### config.mk
export PLATFORM = sky130hd
export DESIGN_NAME = ram32_loader
export DESIGN_NICKNAME = d
export VERILOG_FILES = /design/src/rtl/ram32_loader.sv
export SDC_FILE = /design/constraint.sdc
export NUM_CORES = 1
export LEC_CHECK = 0
export BUFFER_PORTS_ARGS = -buffer_cell sky130_fd_sc_hd__buf_2
export CAP_MARGIN = 25
export CORE_UTILIZATION = 53
export CTS_CLUSTER_SIZE = 14
export DETAILED_ROUTE_END_ITERATION = 10
export PLACE_DENSITY = 0.8
export SLEW_MARGIN = 10
export SYNTH_ARGS = -nofsm -noshare
export SYNTH_HDL_FRONTEND = slang
export SYNTH_SLANG_ARGS = --single-unit
### constraint.sdc
create_clock -name i_clk -period 2.5 [get_ports i_clk]
set_clock_uncertainty 0.2 [all_clocks]
set_input_delay 0.125 -clock i_clk [delete_from_list [all_inputs] [get_ports i_clk]]
set_output_delay 0.125 -clock i_clk [all_outputs]
set_load 0.02 [all_outputs]
### src/rtl/ram32_loader.sv
// ram32_loader: collects a little-endian byte stream into 32-bit words and
// writes them to consecutive word addresses of a DEPTH-word memory, starting
// at a captured base address and stopping after a captured word count.
module ram32_loader #(
  parameter  int DEPTH      = 512,
  localparam int ADDR_WIDTH = $clog2(DEPTH)
) (
  input  logic                  i_clk,
  input  logic                  i_rst,
  input  logic                  i_start,
  input  logic [ADDR_WIDTH-1:0] i_base_addr,
  input  logic [ADDR_WIDTH:0]   i_num_words,
  input  logic                  i_byte_valid,
  input  logic [7:0]            i_byte_data,
  output logic                  o_byte_ready,
  output logic                  o_we,
  output logic [ADDR_WIDTH-1:0] o_waddr,
  output logic [31:0]           o_wdata,
  output logic                  o_busy,
  output logic                  o_done
);

  localparam logic [1:0] S_IDLE    = 2'd0;
  localparam logic [1:0] S_COLLECT = 2'd1;
  localparam logic [1:0] S_WRITE   = 2'd2;
  localparam logic [1:0] S_DONE    = 2'd3;

  localparam logic [ADDR_WIDTH-1:0] LAST_ADDR = ADDR_WIDTH'(DEPTH - 1);

  logic [1:0]            state;
  logic [1:0]            byte_idx;
  logic [ADDR_WIDTH:0]   num_words;
  logic [ADDR_WIDTH:0]   word_cnt;
  logic [ADDR_WIDTH:0]   word_cnt_inc;
  logic [ADDR_WIDTH-1:0] addr;
  logic [31:0]           word;

  // Word counter after the write in progress; decides WRITE -> DONE/COLLECT.
  // NOTE: always_comb signals get a value on every path so no latch is inferred.
  always_comb begin
    word_cnt_inc = word_cnt + (ADDR_WIDTH + 1)'(1);
  end

  // Control FSM plus address, count and word-assembly registers.
  // NOTE: sequential state uses non-blocking assignments only, so every
  // register samples pre-edge values and ordering inside the block is irrelevant.
  // NOTE: the partial-word register is reset too; a reset mid-word must not
  // leave stale bytes visible on o_wdata or merged into the next load.
  always_ff @(posedge i_clk) begin
    if (i_rst) begin
      state     <= S_IDLE;
      byte_idx  <= '0;
      word_cnt  <= '0;
      num_words <= '0;
      addr      <= '0;
      word      <= '0;
    end else begin
      case (state)
        S_IDLE, S_DONE: begin
          if (i_start) begin
            addr      <= i_base_addr;
            num_words <= i_num_words;
            byte_idx  <= '0;
            word_cnt  <= '0;
            word      <= '0;
            state     <= (i_num_words == '0) ? S_DONE : S_COLLECT;
          end
        end
        S_COLLECT: begin
          if (i_byte_valid) begin
            // Shift in from the top: after four bytes, byte 0 sits in [7:0].
            word <= {i_byte_data, word[31:8]};
            if (byte_idx == 2'd3) begin
              byte_idx <= '0;
              state    <= S_WRITE;
            end else begin
              byte_idx <= byte_idx + 2'd1;
            end
          end
        end
        S_WRITE: begin
          addr     <= (addr == LAST_ADDR) ? '0 : addr + ADDR_WIDTH'(1);
          word_cnt <= word_cnt_inc;
          state    <= (word_cnt_inc == num_words) ? S_DONE : S_COLLECT;
        end
        default: state <= S_IDLE;
      endcase
    end
  end

  // Outputs decode directly from registered state; address and data are the
  // registers themselves, so all are glitch-free and zero while in IDLE.
  assign o_byte_ready = (state == S_COLLECT);
  assign o_we         = (state == S_WRITE);
  assign o_busy       = (state == S_COLLECT) || (state == S_WRITE);
  assign o_done       = (state == S_DONE);
  assign o_waddr      = addr;
  assign o_wdata      = word;

endmodule
* Yosys cells after proc, flatten, opt, wreduce, memory -nomap -nowiden *
Index checks and enable logic that the tools add are counted.

storage, ports and cells
  output and inout port bits = 45
  register bits = 65
  word-level logic and storage cells = 46

operators by class
  equal/unequal tests = 9
  mux-type cells = 18
  add/subtract/negate cells = 3
  reductions and logical operators = 10

operators by type and width
  kind                     count
  $mux W32                 2
  $pmux W32 S2             1
  $pmux W10 S2             1
  $mux W9                  2
  $pmux W9 S2              1
  $mux W2                  8
  $add A10 B1 Y10 const B  1
  $eq A10 B10 Y1           1
  $logic_not A10 Y1        1
  $mux W10                 1
  $add A9 B1 Y9 const B    1
  $eq A9 B9 Y1 const B     1
  $eq A2 B2 Y1 const B     3
  $pmux W2 S3              1
  $reduce_and A3 Y1        2
  $ne A2 B2 Y1 const B     2
  $pmux W2 S2              1
  $reduce_and A2 Y1        2
  $reduce_bool A2 Y1       2
  $add A2 B1 Y2 const B    1
  $eq A2 B1 Y1 const B     1
  $logic_not A2 Y1         1
  $ne A2 B1 Y1 const B     1
  $reduce_or A2 Y1         1
  $logic_or A1 B1 Y1       1

* Depth between registers and ports, before layout *
Gate-level depths: netlist of run 1.

  depth after elaboration = 4
  mapped depth = 10
  depth with buffers taken out = 10

* Worst setup path after synthesis of run 1 *
Ideal clock, no wire load.

  path type = reg2reg
  start point = reg addr[0], in the netlist o_waddr[0]
  end point = reg addr[2], in the netlist o_waddr[2]
  period minus slack after synthesis = 2.078 ns
  data arrival time = 1.751 ns
  setup slack = 0.422 ns
  cell stages (with the launch flop) = 10
  required time = 2.172 ns
  cell sequence = dfxtp_1 -> ha_1 -> nand2_1 -> nor2_1 -> and3_1 -> ha_1 -> nor2b_1 -> a32o_1 -> a22oi_1 -> nor2_1

between the ends
  word-level cells in the longest chain between the ends = 3
  elaborated cells between the ends (all ways) = 4
  classes of those cells = add/sub (1); eq/ne (1); mux (2)

RTL lines
  item                                           line  RTL
  start, declared                                35    logic [ADDR_WIDTH-1:0] addr;
  start signal, assigned                         61    addr <= i_base_addr;
  start signal, assigned                         82    addr <= (addr == LAST_ADDR) ? '0 : addr + ADDR_WIDTH'(1);
  $add A9 B1 Y9 or $eq A9 B9 Y1 (tied branches)  82
  $mux W9 *                                      82
  $pmux W9 S2 *                                  58    case (state)

Every way passes the cells marked *; elsewhere a longest branch is shown, timed or not.
A chain may end at the register's enable or synchronous reset.

* Final worst setup path of run 1 *
  start point = reg state[0]
  end point = reg addr[3], in the netlist o_waddr[3]

between the ends
  word-level cells in the longest chain between the ends = 4
  elaborated cells between the ends (all ways) = 8
  classes of those cells = eq/ne (3); mux (1); reduce/logical (4)

RTL lines
  item                                                          line  RTL
  start, declared                                               30    logic [1:0] state;
  start signal, assigned                                        66    state <= (i_num_words == '0) ? S_DONE : S_COLLECT;
  start signal, assigned                                        84    state <= (word_cnt_inc == num_words) ? S_DONE : S_COLLECT;
  $eq A2 B2 Y1 or $logic_not A2 Y1 (tied branches)              58
  $reduce_or A2 Y1                                              58
  $ne A2 B2 Y1 (no line) or $reduce_bool A2 Y1 (tied branches)  --
  $reduce_and A2 Y1 (no line)                                   --

Several ways; a longest one is shown, not always the timed one.

==> impl_metrics.py, run 1 <==
metrics = {
    "worst_setup_path": {
        "critPathLaunchType": "register",
        "critical_path_class": "register to register",
        "crit_chain": "inv_1 -> ha_1 -> inv_2 -> o21ai_1 -> buf_4 -> o21ai_0 -> a22oi_1 -> nor2_1",
        "cpMaxStageDelayCell": "ha_1",
        "cp.arrival_ps": 2260,
        "reg2regPathDepth": 8,
        "slowest_delay_ps": 480,
        "crit_fanout": 21,
        "crit_path_end_kind": "register",
        "r2r_setup_slack_ps": 260,
        "r2r-start": "state[0]$_SDFFE_PP0P_",
        "crit_required_ps": 2520,
        "worstReg2RegEnd": "o_waddr[3]$_SDFFE_PP0P_",
    },
    "place": {
        "hpwl_um": 5120,
        "dpl_cell_area_um2": 3410,
        "gp_congestion": 0.826,
        "io_buffers": 75,
        "place_inst": 487,
    },
    "synthesis": {
        "netlist_top_cells_count": "65 x dfxtp_1, 56 x nor2_1, 36 x a22oi_1, 34 x nand2_1, 28 x a21oi_1",
        "syn_avg_cell_area_um2": 8.36,
        "synth_cell_type_count": 51,
        "ys_async_sr_fraction_pct": 0,
        "synth_top_family_by_area": "compound AO/OA/AOI/OAI gates",
        "yosysWarnings": 0,
        "ys_ff_latch": 65,
        "yosys-top-cells-area": "dfxtp_1 44%, a22oi_1 9.1%, nor2_1 7.1%",
        "synth_xor_area_share_pct": 3.55,
        "post-synth-top-count-cell": "dfxtp_1",
        "synth_area_leader_cell": "dfxtp_1",
        "synth-compound-area-share_pct": 22.4,
        "yosysTopAreaCellShare_pct": 44.0,
        "synth_area_um2": 2960,
        "synth-adder-area-share_pct": 3.38,
        "muxShareOfSynthArea_pct": 1.44,
        "synth-edff-count": 0,
        "synth_cells": 354,
        "synth_fp_nets": 393,
        "synth-simple-area-share_pct": 21.5,
        "synth_ff_type": "dfxtp_1",
        "synth.yosys.seq_area_share_pct": 44.0,
    },
    "power": {
        "p_leak_nw": 1.61,
        "ir_drop_mv": 0.535,
        "powerDensity_nw_per_um2": 878,
        "pwr-share-comb_pct": 37.1,
        "p_switching_w": 0.00135,
        "p_int_w": 0.00202,
        "p_total_w": 0.00338,
        "clkPwrFrac_pct": 24.0,
        "sw_frac_of_total_pct": 40.1,
        "p_seq_share_pct": 38.9,
    },
    "route": {
        "drt-vias-per-instance": 5.64,
        "vias": 2980,
        "wire_per_inst_um": 14.6,
        "drt_first_pass_iters": 5,
        "drcViolationCount": 0,
        "postRouteAntennaNets": 0,
        "finalWirelength_um": 7730,
        "detail_route.iter0.violations": 251,
    },
    "grt": {
        "grt_pass1_vias": 2755,
        "grt_max_degree": 43,
        "grt-ovfl-total": 0,
        "grt.total_usage_pct": 27.6,
        "grt_pass1_wl_um": 13000,
        "antenna_found_initial": 0,
    },
    "run_status": {
        "status": "finished clean",
    },
    "hold_path": {
        "hp-start": "i_base_addr[3]",
        "hp-class": "input port to register",
        "hold_end": "o_waddr[3]$_SDFFE_PP0P_",
        "hold_depth": 5,
    },
    "floorplan": {
        "ioPinCount": 76,
        "rows": 26,
        "die_x_um": 76.7,
        "die_h_um": 76.7,
        "start_util_pct": 56.5,
        "core_um2": 5240,
        "die_area_um2": 5890,
    },
    "clock_network": {
        "clk_pin_slew_ps": 80,
        "cts_root_buffer": "clkbuf_8",
        "cts_buffers": 9,
        "tritoncts": "built",
        "htree_levels": 3,
        "clk_path_buf_depth": 2,
        "clkSinkCount": 65,
        "clk_latency_ps": 340,
    },
    "sta": {
        "post-route-period-util_pct": 89.5,
        "fin_crit_ps": 2240,
        "holdWs_ps": 24.5,
        "tightest_slew_ps": 521,
        "max_clock_freq_mhz": 447,
        "drv_slew": 0,
        "rsz0062_at_grt": "no",
        "finalSetupViolations": 0,
        "timing_hold_violations_final": 0,
        "slew_headroom_pct": 65.3,
        "tns_ps": 0,
    },
    "run": {
        "maxCapViolCount": 0,
    },
    "cells_and_area": {
        "stdcell_count": 528,
        "diodes": 0,
        "stdcell_area_um2": 3840,
        "final_nets": 492,
        "drive_gt1_share_pct": 23.8,
        "syn_to_final_growth_pct": 29.9,
    },
}
## stage by stage
step / setup WS, ps / util, %
floorplan: 422 / -
global placement: 278 / 65.1
detailed placement: 191 / 65.1
CTS: 168 / 73.3
global route: 69.1 / 73.4
finish: 262 / 73.4
## repair_timing
item / in CTS / in global routing
setup endpoints to repair: 0 / 1
hold buffers: 25 / 0
hold endpoints to repair: 25 / 0
buffers inserted: 0 / 0
gates resized for setup: 0 / 1
## registers in the layout, indices dropped and copies added, names as in the netlist
| signal | flops |
|---|---|
| state | 2 |
| byte_idx | 2 |
| o_wdata | 32 |
| word_cnt | 10 |
| num_words | 10 |
| o_waddr | 9 |
## cell usage in the layout, fill, tap and decap left out, types with 9 or more instances in the layout
cell type / netlist / final
dfxtp_1: 65 / 65
clkbuf_8: 0 / 10
dlygate4sd3_1: 0 / 25
nor3_1: 10 / 10
a21oi_1: 28 / 27
nor2_1: 56 / 56
nand2_1: 34 / 34
buf_2: 1 / 75
buf_4: 0 / 9
o21ai_0: 12 / 12
a22oi_1: 36 / 36
## metal layers
layer | track usage [%] | routed length, µm | vias to the layer above
met5 | 0 | 0 | -
met4 | 11.2 | 109 | 0
met3 | 5.36 | 531 | 10
met2 | 42.7 | 3520 | 122
met1 | 37.8 | 3570 | 1382
li1 | - | - | 1466
## critical path: cells and delay by family (launching register included)
family | cells | cell delay [ps]
AO/OA/AOI/OAI | 3 | 490
buffers and inverters | 3 | 530
adder cells (fa/ha/maj) | 1 | 480
flip-flops | 1 | 360
AND/OR/NAND/NOR | 1 | 50
## kinds of logic (layout without fill, tap and decap cells)
logic type / after synthesis / in the layout
mux: 4 / 4
flops: 65 / 65
compound gates: 100 / 100
fa+ha+maj: 8 / 8
simple gates: 135 / 135
xor+xnor: 12 / 12
buf+inv: 30 / 134
## final cells by class
cell class,count,area (µm²)
Tap cell,70,87.6
Clock inverter,6,42.5
Inverter,9,33.8
Multi-Input combinational cell,259,1550
Clock buffer,10,138
Timing Repair Buffer,109,693
Sequential cell,65,1300
Fill cell,386,1390
## power groups by stage
stage | Clock [W] | Combinational [W] | Sequential (W)
after floorplan | 0 | 0.000769 | 0.00140
after global placement | 0 | 0.00118 | 0.00133
after detailed placement | 0 | 0.00119 | 0.00133
after CTS | 0.000824 | 0.00123 | 0.00131
after global routing | 0.000861 | 0.00138 | 0.00134
final | 0.000809 | 0.00125 | 0.00131
## worst max-delay path by stage
stage	startpoint	end	slack (ps)	cells after the start
after floorplan	o_waddr[0]$_SDFFE_PP0P_	o_waddr[2]$_SDFFE_PP0P_	420	9
after global placement	state[0]$_SDFFE_PP0P_	word_cnt[5]$_SDFFE_PP0P_	280	7
after detailed placement	state[0]$_SDFFE_PP0P_	word_cnt[5]$_SDFFE_PP0P_	190	7
after CTS	state[0]$_SDFFE_PP0P_	word_cnt[5]$_SDFFE_PP0P_	170	7
after global routing	o_waddr[0]$_SDFFE_PP0P_	o_waddr[3]$_SDFFE_PP0P_	70	9
final	state[0]$_SDFFE_PP0P_	o_waddr[3]$_SDFFE_PP0P_	260	8
(Power assumes the default switching activity.)
==> run 2: changes to the inputs <==
- CORE_UTILIZATION: 53 -> 57
- PLACE_DENSITY: 0.8 -> 0.85
- clock period: 2.5 -> 2.7 ns (I/O delays scaled with it)
==> run 2 against run 1 <==
- clock power increased by 18%
- largest power group unchanged
- core utilization increased by 6.1 points
- non-clock buffer count decreased by 5
- cell count decreased by 1.5%
- cell area increased by 0.29%
- count of clock-buffer cells in the layout increased by 1
- critical path type unchanged
==> impl_metrics.py, run 2 (synthesis gave the netlist of run 1 again) <==
metrics = {
    "run_status": {
        "status": "finished clean",
    },
    "clock_network": {
        "tritoncts": "built",
        "clk_latency_ps": 340,
        "clk_pin_slew_ps": 70,
        "cts_buffers": 9,
        "post_cts_buffers": 0,
        "htree_levels": 3,
        "clk_path_buf_depth": 2,
        "cts_root_buffer": "clkbuf_8",
        "clkSinkCount": 65,
        "cts_resized": 0,
    },
    "worst_setup_path": {
        "cp_common_cell": "a21oi_1",
        "worstSetupEndpoint": "word_cnt[3]$_SDFFE_PP0P_",
        "critical_path_class": "register to register",
        "reg2regPathDepth": 6,
        "crit_path_end_kind": "register",
        "r2r_setup_slack_ps": 360,
        "slowest_delay_ps": 520,
        "cpMaxStageDelayCell": "a21oi_1",
        "crit_fanout": 11,
        "critPathLaunchType": "register",
        "r2r-start": "state[0]$_SDFFE_PP0P_",
        "worstSetupStartpoint": "state[0]$_SDFFE_PP0P_",
        "worstReg2RegEnd": "word_cnt[3]$_SDFFE_PP0P_",
        "crit_required_ps": 2760,
        "crit_chain": "inv_1 -> ha_1 -> and2_1 -> a21oi_1 -> o21ai_0 -> a21oi_1",
        "cp.arrival_ps": 2400,
    },
    "power": {
        "powerDensity_nw_per_um2": 853,
        "ir_drop_mv": 0.493,
        "p_int_w": 0.00206,
        "p_leak_nw": 1.61,
        "p_switching_w": 0.00123,
        "clkPwrFrac_pct": 29.0,
        "p_total_w": 0.00329,
        "pwr-share-comb_pct": 33.7,
        "sw_frac_of_total_pct": 37.5,
        "p_seq_share_pct": 37.2,
    },
    "cells_and_area": {
        "final_nets": 487,
        "layout_common_cells": "75 x buf_2, 65 x dfxtp_1, 56 x nor2_1, 36 x a22oi_1, 34 x nand2_1",
        "drive_gt1_share_pct": 22.7,
        "stdcell_count": 520,
        "syn_to_final_growth_pct": 30.3,
        "diodes": 0,
        "largest_reg_flops": 32,
        "final_common_cell": "buf_2",
        "stdcell_area_um2": 3860,
        "fillers": 344,
    },
    "route": {
        "wire_per_inst_um": 15.3,
        "detail_route.iter0.violations": 249,
        "drt_first_pass_iters": 5,
        "drcViolationCount": 0,
        "drt-vias-per-instance": 5.76,
        "postRouteAntennaNets": 0,
        "finalWirelength_um": 7950,
        "vias": 2993,
    },
    "sta": {
        "post-route-period-util_pct": 86.6,
        "finalSetupViolations": 0,
        "timing_hold_violations_final": 0,
        "drv_slew": 0,
        "tns_ps": 0,
        "rsz0062_at_grt": "no",
        "tightest_slew_ps": 584,
        "slew_headroom_pct": 61.1,
        "holdWs_ps": 15.5,
        "max_clock_freq_mhz": 428,
        "fin_crit_ps": 2340,
    },
    "grt": {
        "grt.total_usage_pct": 30.7,
        "grt_max_degree": 39,
        "antenna_found_initial": 0,
        "grt_pass1_vias": 2733,
        "grt_pass1_wl_um": 12700,
        "grt-ovfl-total": 0,
    },
    "place": {
        "io_buffers": 75,
        "dpl_cell_area_um2": 3370,
        "place_inst": 479,
        "gp_congestion": 0.930,
        "hpwl_um": 5100,
    },
    "floorplan": {
        "start_util_pct": 61.1,
        "core_um2": 4850,
        "die_x_um": 74.1,
        "rows": 25,
        "ioPinCount": 76,
        "die_area_um2": 5490,
        "die_h_um": 74.1,
    },
    "hold_path": {
        "hp-start": "i_base_addr[3]",
        "hp-class": "input port to register",
    },
    "run": {
        "maxCapViolCount": 0,
    },
}
==> run 2: cell count changes in the layout (fill, tap and decap cells not counted), sizes merged <==
cell,previous run,this run
clkinvlp,2,1
buf,84,79
clkinv,3,1
clkbuf,10,11
bufinv,0,2
==> run 2: timing repair <==
| action | 4_1_cts | 5_1_grt |
|---|---|---|
| hold buffers | 25 | 0 |
| endpoints found under the hold margin | 25 | 0 |
| setup endpoints to repair | 0 | 0 |
==> run 2: layer usage <==
metal / wire [µm] / track usage, % / share of wire (%) / vias to the layer above
met5: 0 / 0 / 0 / -
met4: 165 / 13.5 / 2.1 / 0
met3: 506 / 5.42 / 6.4 / 18
met2: 3850 / 49.9 / 48 / 130
met1: 3420 / 40.2 / 43 / 1392
li1: - / - / - / 1453
==> run 2: how the worst min path moves through the flow <==
stage | slack [ps] | end | cells after the start
after floorplan | 70 | num_words[1]$_SDFFE_PP0P_ | 2
after global placement | 190 | o_wdata[25]$_SDFFE_PP0P_ | 3
after detailed placement | 190 | o_wdata[31]$_SDFFE_PP0P_ | 3
after CTS | 10 | o_waddr[3]$_SDFFE_PP0P_ | 5
after global routing | 50 | o_waddr[6]$_SDFFE_PP0P_ | 4
final | 20 | o_waddr[3]$_SDFFE_PP0P_ | 5
==> run 2: critical path, delay by kind of cell (launching register included) <==
| family | cells | cell delay, ps |
|---|---|---|
| adders and majority gates | 1 | 390 |
| DFF | 1 | 400 |
| AOI/OAI and AO/OA | 3 | 890 |
| and+or+nand+nor | 1 | 310 |
| buffers and inverters | 1 | 60 |
==> run 2: power by group through the flow <==
stage / Clock (W) / Combinational [W] / Sequential, W
after detailed placement: 0 / 0.00106 / 0.00124
after global routing: 0.00100 / 0.00122 / 0.00125
final: 0.000956 / 0.00111 / 0.00123
after global placement: 0 / 0.00105 / 0.00123
after CTS: 0.000966 / 0.00110 / 0.00122
after floorplan: 0 / 0.000712 / 0.00130
==> run 2: final cells by class <==
| cell class | instances | area [µm²] | area share (%) |
|---|---|---|---|
| Clock buffer | 11 | 151 | 3.93 |
| Clock inverter | 5 | 85.1 | 2.21 |
| Multi-Input combinational cell | 259 | 1550 | 40.1 |
| Sequential cell | 65 | 1300 | 33.7 |
| Inverter | 9 | 33.8 | 0.876 |
| Timing Repair Buffer | 104 | 656 | 17.0 |
| Tap cell | 67 | 83.8 | 2.17 |
==> run 2: metrics by stage <==
stage / setup slack (ps) / util, %
floorplan: 622 / -
global placement: 506 / 69.5
detailed placement: 417 / 69.5
CTS: 372 / 79.5
global route: 185 / 79.5
finish: 361 / 79.5
==> run 3: changes to the inputs <==
- CELL_PAD_IN_SITES_DETAIL_PLACEMENT: unset -> 1
- CELL_PAD_IN_SITES_GLOBAL_PLACEMENT: unset -> 1
- CORE_UTILIZATION: 57 -> 41
- PLACE_DENSITY: 0.85 -> unset
- PLACE_DENSITY_LB_ADDON: unset -> 0.1
==> run 3 against run 2 <==
- register-to-register slack lost 20 ps
- highest routed layer unchanged
- sequential share of layout area decreased by 0.67 points
- cell area rose by 2.0%
- setup slack worse by 16 ps
==> impl_metrics.py, run 3 (synthesis gave the netlist of run 1 again) <==
metrics = {
    "sta": {
        "rsz0062_at_grt": "no",
        "finalSetupViolations": 0,
        "setup_ws_ps": 345,
        "tns_ps": 0,
        "tightest_slew_ps": 585,
        "timing_hold_violations_final": 0,
        "holdWs_ps": 24.7,
        "fin_crit_ps": 2360,
        "max_clock_freq_mhz": 425,
        "drv_slew": 0,
        "slew_headroom_pct": 61.0,
        "post-route-period-util_pct": 87.2,
    },
    "route": {
        "drt-vias-per-instance": 5.42,
        "drt_first_pass_iters": 5,
        "wire_per_inst_um": 16.1,
        "vias": 2993,
        "detail_route.iter0.violations": 114,
        "finalWirelength_um": 8900,
        "postRouteAntennaNets": 0,
        "drcViolationCount": 0,
    },
    "power": {
        "powerDensity_nw_per_um2": 872,
        "p_total_w": 0.00343,
        "p_leak_nw": 1.63,
        "ir_drop_mv": 0.399,
    },
    "clock_network": {
        "cts_buffers": 9,
        "cts_root_buffer": "clkbuf_8",
        "cts_resized": 0,
        "htree_levels": 3,
        "tritoncts": "built",
        "clkSinkCount": 65,
        "clk_latency_ps": 340,
        "clk_path_buf_depth": 2,
        "clk_pin_slew_ps": 80,
    },
    "worst_setup_path": {
        "crit_path_end_kind": "register",
        "critical_path_class": "register to register",
        "cp.arrival_ps": 2420,
        "crit_fanout": 11,
        "crit_required_ps": 2770,
        "critPathLaunchType": "register",
    },
    "grt": {
        "grt_pass1_wl_um": 14600,
        "grt_max_degree": 45,
        "antenna_found_initial": 0,
        "grt_pass1_vias": 2970,
        "grt.total_usage_pct": 25.3,
        "grt-ovfl-total": 0,
    },
    "floorplan": {
        "ioPinCount": 76,
        "core_um2": 6870,
        "die_area_um2": 7560,
        "start_util_pct": 43.1,
        "die_x_um": 87.0,
        "rows": 30,
        "die_h_um": 87.0,
    },
    "hold_path": {
        "hp-class": "input port to register",
    },
    "place": {
        "gp_congestion": 0.828,
        "hpwl_um": 5820,
        "io_buffers": 75,
        "dp_slack_ps": 396,
    },
    "cells_and_area": {
        "final_common_cell": "buf_2",
        "fin_util_pct": 57.3,
        "syn_to_final_growth_pct": 32.9,
        "largest_reg_flops": 32,
        "diodes": 0,
        "drive_gt1_share_pct": 23.0,
        "layout_common_cells": "75 x buf_2, 65 x dfxtp_1, 56 x nor2_1, 36 x a22oi_1, 34 x nand2_1",
        "final_nets": 490,
    },
    "run": {
        "maxCapViolCount": 0,
    },
    "run_status": {
        "status": "finished clean",
    },
}
==> run 3: cell count changes in the layout (fill, tap and decap cells not counted), sizes merged <==
cell and change:
clkbuf -1, inv -1, buf +2, bufinv +1, clkinv +1, dlygate4sd3 +1
==> run 3: through the flow <==
| stage | cells | cell area, µm² |
|---|---|---|
| after floorplan | 354 | 2960 |
| after global placement | 510 | 3420 |
| after detailed placement | 510 | 3420 |
| after CTS | 552 | 3930 |
| after global routing | 552 | 3930 |
| final | 552 | 3930 |
==> run 3: timing repair <==
action / in CTS / in global routing
setup buffers: 0 / 0
hold buffers: 26 / 0
hold endpoints to repair: 26 / 0
==> run 3: final cells by class <==
| cell class | instances | area (µm²) |
|---|---|---|
| inverter | 9 | 33.8 |
| tap | 96 | 120 |
| clock buffer | 10 | 138 |
| fill | 827 | 2940 |
| sequential | 65 | 1300 |
| clock inverter | 6 | 115 |
| multi-input combinational | 259 | 1550 |
| timing repair buffer | 107 | 681 |
==> run 3: path summary, 6_finish.rpt <==
| path | startpoint | end | slack (ps) | cells after the start |
|---|---|---|---|---|
| worst max-delay path | state[0]$_SDFFE_PP0P_ | word_cnt[4]$_SDFFE_PP0P_ | 340 | 7 |
| worst min-delay path | i_base_addr[6] | o_waddr[6]$_SDFFE_PP0P_ | 20 | 4 |
| worst max register to register | state[0]$_SDFFE_PP0P_ | word_cnt[4]$_SDFFE_PP0P_ | 340 | 7 |
| worst min register to register | num_words[0]$_SDFFE_PP0P_ | num_words[0]$_SDFFE_PP0P_ | 280 | 2 |
==> run 3: worst max-delay path, stage by stage, from the launching register on <==
cell and delay, ps:
dfxtp_1 410, inv_1 70, ha_1 400, and2_1 310
a21oi_1 520, a21oi_1 70, nand2b_1 160, a21oi_1 130
==> run 3: per-layer routing <==
| metal | global-route usage [%] | vias up | wire length [µm] |
|---|---|---|---|
| li1 | - | 1459 | - |
| met1 | 32.1 | 1445 | 4010 |
| met2 | 41.9 | 75 | 4370 |
| met3 | 5.97 | 14 | 372 |
| met4 | 9.39 | 0 | 151 |
| met5 | 0 | - | 0 |
==> run 3: where the power goes <==
| part | internal [W] | total (W) | switching, W | leakage, nW |
|---|---|---|---|---|
| combinational | 0.000410 | 0.00115 | 0.000738 | 0.980 |
| clock | 0.000642 | 0.00105 | 0.000407 | 0.123 |
| sequential | 0.00108 | 0.00123 | 0.000149 | 0.527 |
| total | 0.00214 | 0.00343 | 0.00129 | 1.63 |
